[src/rtl/cellrv32_dmem_bridge.sv]
// cellrv32_dmem_bridge: CPU load/store request stage to DMEM with ticketed strobes and ack timeout (optional CELLRV32_DMEM_BRIDGE_ALIGN_CHK_EN)
module cellrv32_dmem_bridge #(
    parameter int TIMEOUT = 16,
    parameter int ADDR_W  = 32
) (
    input  logic              clk_i,
    input  logic              rstn_i,
    input  logic              req_valid_i,
    output logic              req_ready_o,
    input  logic              req_we_i,
    input  logic [ADDR_W-1:0] req_addr_i,
    input  logic [3:0]        req_ben_i,
    input  logic [31:0]       req_wdata_i,
    output logic              rsp_valid_o,
    output logic [31:0]       rsp_data_o,
    output logic              rsp_err_o,
    output logic              dmem_rden_o,
    output logic              dmem_wren_o,
    output logic [3:0]        dmem_ben_o,
    output logic [ADDR_W-1:0] dmem_addr_o,
    output logic [31:0]       dmem_data_o,
    output logic [3:0]        dmem_ticket_o,
    input  logic [31:0]       dmem_data_i,
    input  logic [3:0]        dmem_ticket_i,
    input  logic              dmem_ack_i,
    input  logic              dmem_err_i
);
    typedef enum logic [1:0] {IDLE, ISSUE, WAIT, RESP} state_t;
    localparam int CNT_W = $clog2(TIMEOUT);

    state_t              state_q, state_d;
    logic                we_q;
    logic [3:0]          ben_q;
    logic [31:0]         wdata_q;
    logic [ADDR_W-1:0]   addr_q;
    logic [3:0]          ticket_q;
    logic [CNT_W-1:0]    cnt_q;
    logic [31:0]         rsp_data_q;
    logic                rsp_err_q;
    logic                match, timeout, align_ok, accept;

    assign accept  = (state_q == IDLE) && req_valid_i;
    assign match   = (dmem_ack_i | dmem_err_i) && (dmem_ticket_i == ticket_q);
    assign timeout = cnt_q == CNT_W'(TIMEOUT - 1);

`ifdef CELLRV32_DMEM_BRIDGE_ALIGN_CHK_EN
    assign align_ok = (req_ben_i == (4'b0001 << req_addr_i[1:0])) ||
                      (req_ben_i == 4'b0011 && req_addr_i[1:0] == 2'b00) ||
                      (req_ben_i == 4'b1100 && req_addr_i[1:0] == 2'b10) ||
                      (req_ben_i == 4'b1111 && req_addr_i[1:0] == 2'b00);
`else
    assign align_ok = 1'b1;
`endif

    // transaction sequencing: accept, one strobe cycle, wait for ack, one response cycle
    always_comb begin
        state_d = state_q;
        case (state_q)
            IDLE:    if (req_valid_i) state_d = align_ok ? ISSUE : RESP;
            ISSUE:   state_d = WAIT;
            WAIT:    if (match || timeout) state_d = RESP;
            default: state_d = IDLE;
        endcase
    end

    // state register
    always_ff @(posedge clk_i or negedge rstn_i) begin
        if (!rstn_i) state_q <= IDLE;
        else         state_q <= state_d;
    end

    // request capture, response latching, timeout and ticket counters
    always_ff @(posedge clk_i or negedge rstn_i) begin
        if (!rstn_i) begin
            we_q       <= 1'b0;
            ben_q      <= '0;
            wdata_q    <= '0;
            addr_q     <= '0;
            ticket_q   <= 4'd1;
            cnt_q      <= '0;
            rsp_data_q <= '0;
            rsp_err_q  <= 1'b0;
        end else begin
            if (accept && align_ok) begin
                we_q    <= req_we_i;
                ben_q   <= req_ben_i;
                wdata_q <= req_wdata_i;
                addr_q  <= req_addr_i;
            end else if (accept) begin
                rsp_err_q  <= 1'b1;
                rsp_data_q <= '0;
            end
            cnt_q <= (state_q == WAIT) ? cnt_q + 1'b1 : '0;
            if (state_q == WAIT && match) begin
                rsp_err_q  <= dmem_err_i;
                rsp_data_q <= (!we_q && !dmem_err_i) ? dmem_data_i : '0;
            end else if (state_q == WAIT && timeout) begin
                rsp_err_q  <= 1'b1;
                rsp_data_q <= '0;
            end
            if (state_q == RESP) ticket_q <= (ticket_q == 4'd15) ? 4'd1 : ticket_q + 4'd1;
        end
    end

    assign req_ready_o   = state_q == IDLE;
    assign rsp_valid_o   = state_q == RESP;
    assign rsp_data_o    = rsp_data_q;
    assign rsp_err_o     = rsp_err_q;
    assign dmem_rden_o   = (state_q == ISSUE) && !we_q;
    assign dmem_wren_o   = (state_q == ISSUE) && we_q;
    assign dmem_ben_o    = (state_q == ISSUE) ? ben_q : 4'd0;
    assign dmem_data_o   = (state_q == ISSUE && we_q) ? wdata_q : 32'd0;
    assign dmem_addr_o   = addr_q;
    assign dmem_ticket_o = ticket_q;
endmodule

[config.mk]
export PLATFORM = sky130hd
export DESIGN_NAME = cellrv32_dmem_bridge
export DESIGN_NICKNAME = d
export VERILOG_FILES = /design/src/rtl/cellrv32_dmem_bridge.sv
export SDC_FILE = /design/constraint.sdc
export NUM_CORES = 1
export LEC_CHECK = 0
export ABC_AREA = 1
export CORE_MARGIN = 2
export CORE_UTILIZATION = 63
export DETAILED_ROUTE_END_ITERATION = 8
export DONT_BUFFER_PORTS = 1
export GPL_TIMING_DRIVEN = 0
export PLACE_DENSITY_LB_ADDON = 0.08
export SLEW_MARGIN = 40
export SYNTH_ARGS = -nofsm -noshare
export SYNTH_HDL_FRONTEND = slang
export SYNTH_SLANG_ARGS = --single-unit
[constraint.sdc]
create_clock -name clk_i -period 2.1 [get_ports clk_i]
set_input_delay 0.42 -clock clk_i [delete_from_list [all_inputs] [get_ports clk_i]]
set_output_delay 0.42 -clock clk_i [all_outputs]
set_load 0.1 [all_outputs]
==> impl_metrics.xml <==
<?xml version="1.0" encoding="UTF-8"?>
<metrics>
  <group name="synth">
    <metric name="synth_top_area_share" unit="">0.591</metric>
    <metric name="ys_ff_latch" unit="">112</metric>
    <metric name="synth_sequential_area_ratio" unit="">0.597</metric>
    <metric name="synthesis.instances" unit="">483</metric>
    <metric name="synth_fp_nets" unit="">600</metric>
    <metric name="syn_avg_cell_area" unit="µm²">9.73</metric>
    <metric name="yosys.area.top_type" unit="">sky130_fd_sc_hd__dfrtp_1</metric>
    <metric name="yosys-top-cells-area" unit="">sky130_fd_sc_hd__dfrtp_1 (59%), sky130_fd_sc_hd__mux2_2 (8.9%), sky130_fd_sc_hd__nand2_1 (7.5%)</metric>
    <metric name="syn_area" unit="mm²">0.00470</metric>
    <metric name="ys_warn_count" unit="">0</metric>
    <metric name="synth.lib_cells_used.distinct" unit="">21</metric>
  </group>
  <group name="routing">
    <metric name="detailroute.via_count" unit="">3413</metric>
    <metric name="drcViolationCount" unit="">0</metric>
    <metric name="drt_first_iter_violations" unit="">198</metric>
    <metric name="via_per_inst" unit="">5.62</metric>
    <metric name="finalWirelength" unit="mm">10.7</metric>
    <metric name="avgRoutedWirePerCell" unit="µm">17.7</metric>
    <metric name="ant_nets" unit="">0</metric>
    <metric name="first_pass_detailed_route_iteration_total" unit="">4</metric>
  </group>
  <group name="setup_path">
    <metric name="startpoint_type" unit="">flip-flop</metric>
    <metric name="path_class" unit="">flip-flop to primary output</metric>
    <metric name="critPathRequiredTime" unit="ps">1680</metric>
    <metric name="ff_to_ff_start" unit="">state_q[0]</metric>
    <metric name="endpoint_kind" unit="">primary output</metric>
    <metric name="worstRegToRegCells" unit="">7</metric>
    <metric name="critical_path_arrival" unit="ps">1850</metric>
    <metric name="regToRegSetupSlack" unit="ps">120</metric>
    <metric name="capture_instance_of_the_worst_register_to_register_path" unit="">wdata_q[16]</metric>
    <metric name="worstPathMaxFanout" unit="">5</metric>
  </group>
  <group name="clock_network">
    <metric name="tritoncts" unit="">built</metric>
    <metric name="cts_num_sinks" unit="">112</metric>
    <metric name="clk_pin_slew" unit="ps">100</metric>
    <metric name="clock_tree.buffer_depth" unit="">2</metric>
    <metric name="total_cts_buffers" unit="">9</metric>
    <metric name="ctsHtreeMaxLevel" unit="">3</metric>
    <metric name="cts_root_buffer" unit="">sky130_fd_sc_hd__clkbuf_8</metric>
    <metric name="insertion_delay" unit="ps">350</metric>
  </group>
  <group name="place">
    <metric name="routabilityCongestion" unit="">0.755</metric>
    <metric name="place.port_buffers" unit="">0</metric>
    <metric name="dp.final_hpwl" unit="mm">7.86</metric>
  </group>
  <group name="global_route">
    <metric name="antenna_violations_before_repair" unit="">0</metric>
    <metric name="first_global_vias" unit="">3443</metric>
    <metric name="grt_max_degree" unit="">113</metric>
    <metric name="grt_pass1_wl" unit="mm">17.2</metric>
    <metric name="global_route.overflow_total" unit="">0</metric>
    <metric name="grt_use_total" unit="">0.265</metric>
  </group>
  <group name="timing">
    <metric name="rsz0062_at_grt" unit="">true</metric>
    <metric name="final-setup-viol-count" unit="">32</metric>
    <metric name="fmaxAchievable" unit="GHz">0.441</metric>
    <metric name="timing.final.ws_setup" unit="ps">-170</metric>
    <metric name="fin_worst_hold_slack" unit="ps">-250</metric>
    <metric name="fin_worst_skew" unit="ps">12.1</metric>
    <metric name="hold_viol" unit="">112</metric>
    <metric name="final.setup.tns" unit="ps">-4680</metric>
    <metric name="final_min_period_over_clock_period" unit="">1.08</metric>
    <metric name="worst_slew_pin_slew" unit="ps">900</metric>
    <metric name="period_needed" unit="ps">2270</metric>
    <metric name="slew-limit-headroom" unit="">0.400</metric>
    <metric name="slew_violations" unit="">0</metric>
  </group>
  <group name="floorplanning">
    <metric name="io-pin-count" unit="">219</metric>
    <metric name="fp.dieArea" unit="mm²">0.00816</metric>
    <metric name="initial_utilization" unit="">0.648</metric>
    <metric name="die_width" unit="µm">90.4</metric>
    <metric name="floorplan.die.height" unit="µm">90.4</metric>
    <metric name="placementRows" unit="">31</metric>
    <metric name="core-area" unit="mm²">0.00725</metric>
  </group>
  <group name="flow_run">
    <metric name="maxCapViolCount" unit="">0</metric>
  </group>
  <group name="layout">
    <metric name="share_of_layout_cells_above_drive_strength_1" unit="">0.380</metric>
    <metric name="n_antenna_cell" unit="">0</metric>
    <metric name="finalCoreUtilization" unit="">0.768</metric>
    <metric name="area_growth" unit="%">18.6</metric>
    <metric name="final_layout_net_count" unit="">620</metric>
  </group>
  <group name="run_status">
    <metric name="status" unit="">finished with violations</metric>
    <metric name="violations" unit="">negative hold slack, negative setup slack</metric>
  </group>
  <group name="worst_hold_path">
    <metric name="timing.hold.worst.class" unit="">input port to async pin</metric>
  </group>
</metrics>
## synth_stat cells (all sizes together)
library cell    n
a21oi          33
dfstp           1
mux2           37
or2             1
o21ai           3
xor2            2
inv            52
dfrtp         111
clkbuf         11
nand3          42
xnor2           1
nor3            1
ha              7
buf            12
nand2          94
nand4           2
nor2           73
## layer usage
metal	vias up	track usage	wire [µm]
li1	1557	-	-
met1	1671	0.323	3930
met2	164	0.445	5580
met3	21	0.0843	958
met4	0	0.101	268
met5	-	0	0
## cells by family (layout without fill, tap and decap cells)
kind of cell	Yosys count	count (layout)	synth area share
xor gates and xnor gates	3	3	0.00559
adders and majority gates	7	7	0.0186
muxes	37	37	0.0887
buffers and inverters	75	99	0.0658
and+or+nand+nor	213	214	0.186
DFF	112	112	0.597
AOI/OAI and AO/OA	36	36	0.0383
## repair_timing
| action | 4_1_cts | 5_1_grt |
|---|---|---|
| setup buffers | 4 | 1 |
| gates resized for setup | 27 | 11 |
| cloned | 4 | 0 |
| setup endpoints to repair | 77 | 133 |
| pin swaps | 5 | 3 |
| hold endpoints to repair | 112 | 112 |
## critical path, stage by stage, from the launching register on
cell	delay [ps]
sky130_fd_sc_hd__dfrtp_1	420
sky130_fd_sc_hd__inv_2	100
sky130_fd_sc_hd__ha_4	190
sky130_fd_sc_hd__nand2_8	90
sky130_fd_sc_hd__clkbuf_16	190
sky130_fd_sc_hd__nor2_4	500
## cell type report
| cell class | instances | area (µm²) |
|---|---|---|
| Fill cell | 486 | 1680 |
| Sequential cell | 112 | 2890 |
| Inverter | 52 | 214 |
| Clock buffer | 10 | 128 |
| Clock inverter | 6 | 50.0 |
| Multi-Input combinational cell | 297 | 1900 |
| Buffer | 23 | 188 |
| Tap cell | 99 | 124 |
| Timing Repair Buffer | 8 | 80.1 |
## metrics by stage
stage / cell area [µm²] / setup slack (ps) / hold slack [ps] / instances
final: 5570 / -170 / -250 / 607
after CTS: 5510 / -159 / -265 / 606
after detailed placement: 5130 / -448 / 127 / 582
after global routing: 5570 / -224 / -281 / 607
after floorplan: 4920 / -424 / 124 / 483
after global placement: 5050 / -668 / 126 / 582
## worst max path at each step
stage,start,to,slack [ps],depth (start not counted)
2_1_floorplan,state_q[1],dmem_data_o[0],-420,4
3_3_place_gp,state_q[1],dmem_data_o[31],-670,4
3_5_place_dp,state_q[1],dmem_wren_o,-450,5
4_1_cts,state_q[1],dmem_data_o[16],-160,5
5_1_grt,state_q[1],dmem_data_o[5],-220,5
6_report,state_q[1],dmem_data_o[5],-170,5
## cells in the final DEF, fill, tap and decap left out, types with 4 or more instances in the layout
master	Yosys	final
sky130_fd_sc_hd__a21oi_1	33	33
sky130_fd_sc_hd__buf_2	4	6
sky130_fd_sc_hd__buf_4	0	6
sky130_fd_sc_hd__clkbuf_1	11	6
sky130_fd_sc_hd__clkbuf_8	0	11
sky130_fd_sc_hd__clkinvlp_4	0	6
sky130_fd_sc_hd__dfrtp_1	111	48
sky130_fd_sc_hd__dfrtp_2	0	62
sky130_fd_sc_hd__ha_1	7	4
sky130_fd_sc_hd__inv_1	50	44
sky130_fd_sc_hd__mux2_2	37	37
sky130_fd_sc_hd__nand2_1	94	89
sky130_fd_sc_hd__nand2_2	0	4
sky130_fd_sc_hd__nand3_1	42	42
sky130_fd_sc_hd__nor2_1	72	39
sky130_fd_sc_hd__nor2_4	0	33
## flip-flops by register name (all words and copies together), names as in the netlist
register and count:
rsp_data_o 32, wdata_q 32, state_q 2, ben_q 4, dmem_ticket_o 4, dmem_addr_o 32
cnt_q 4, rsp_err_o 1, we_q 1
Power is left out: the tool's default activity adds up to more than one toggle a clock period on the data nets, which glitch-free logic cannot reach.
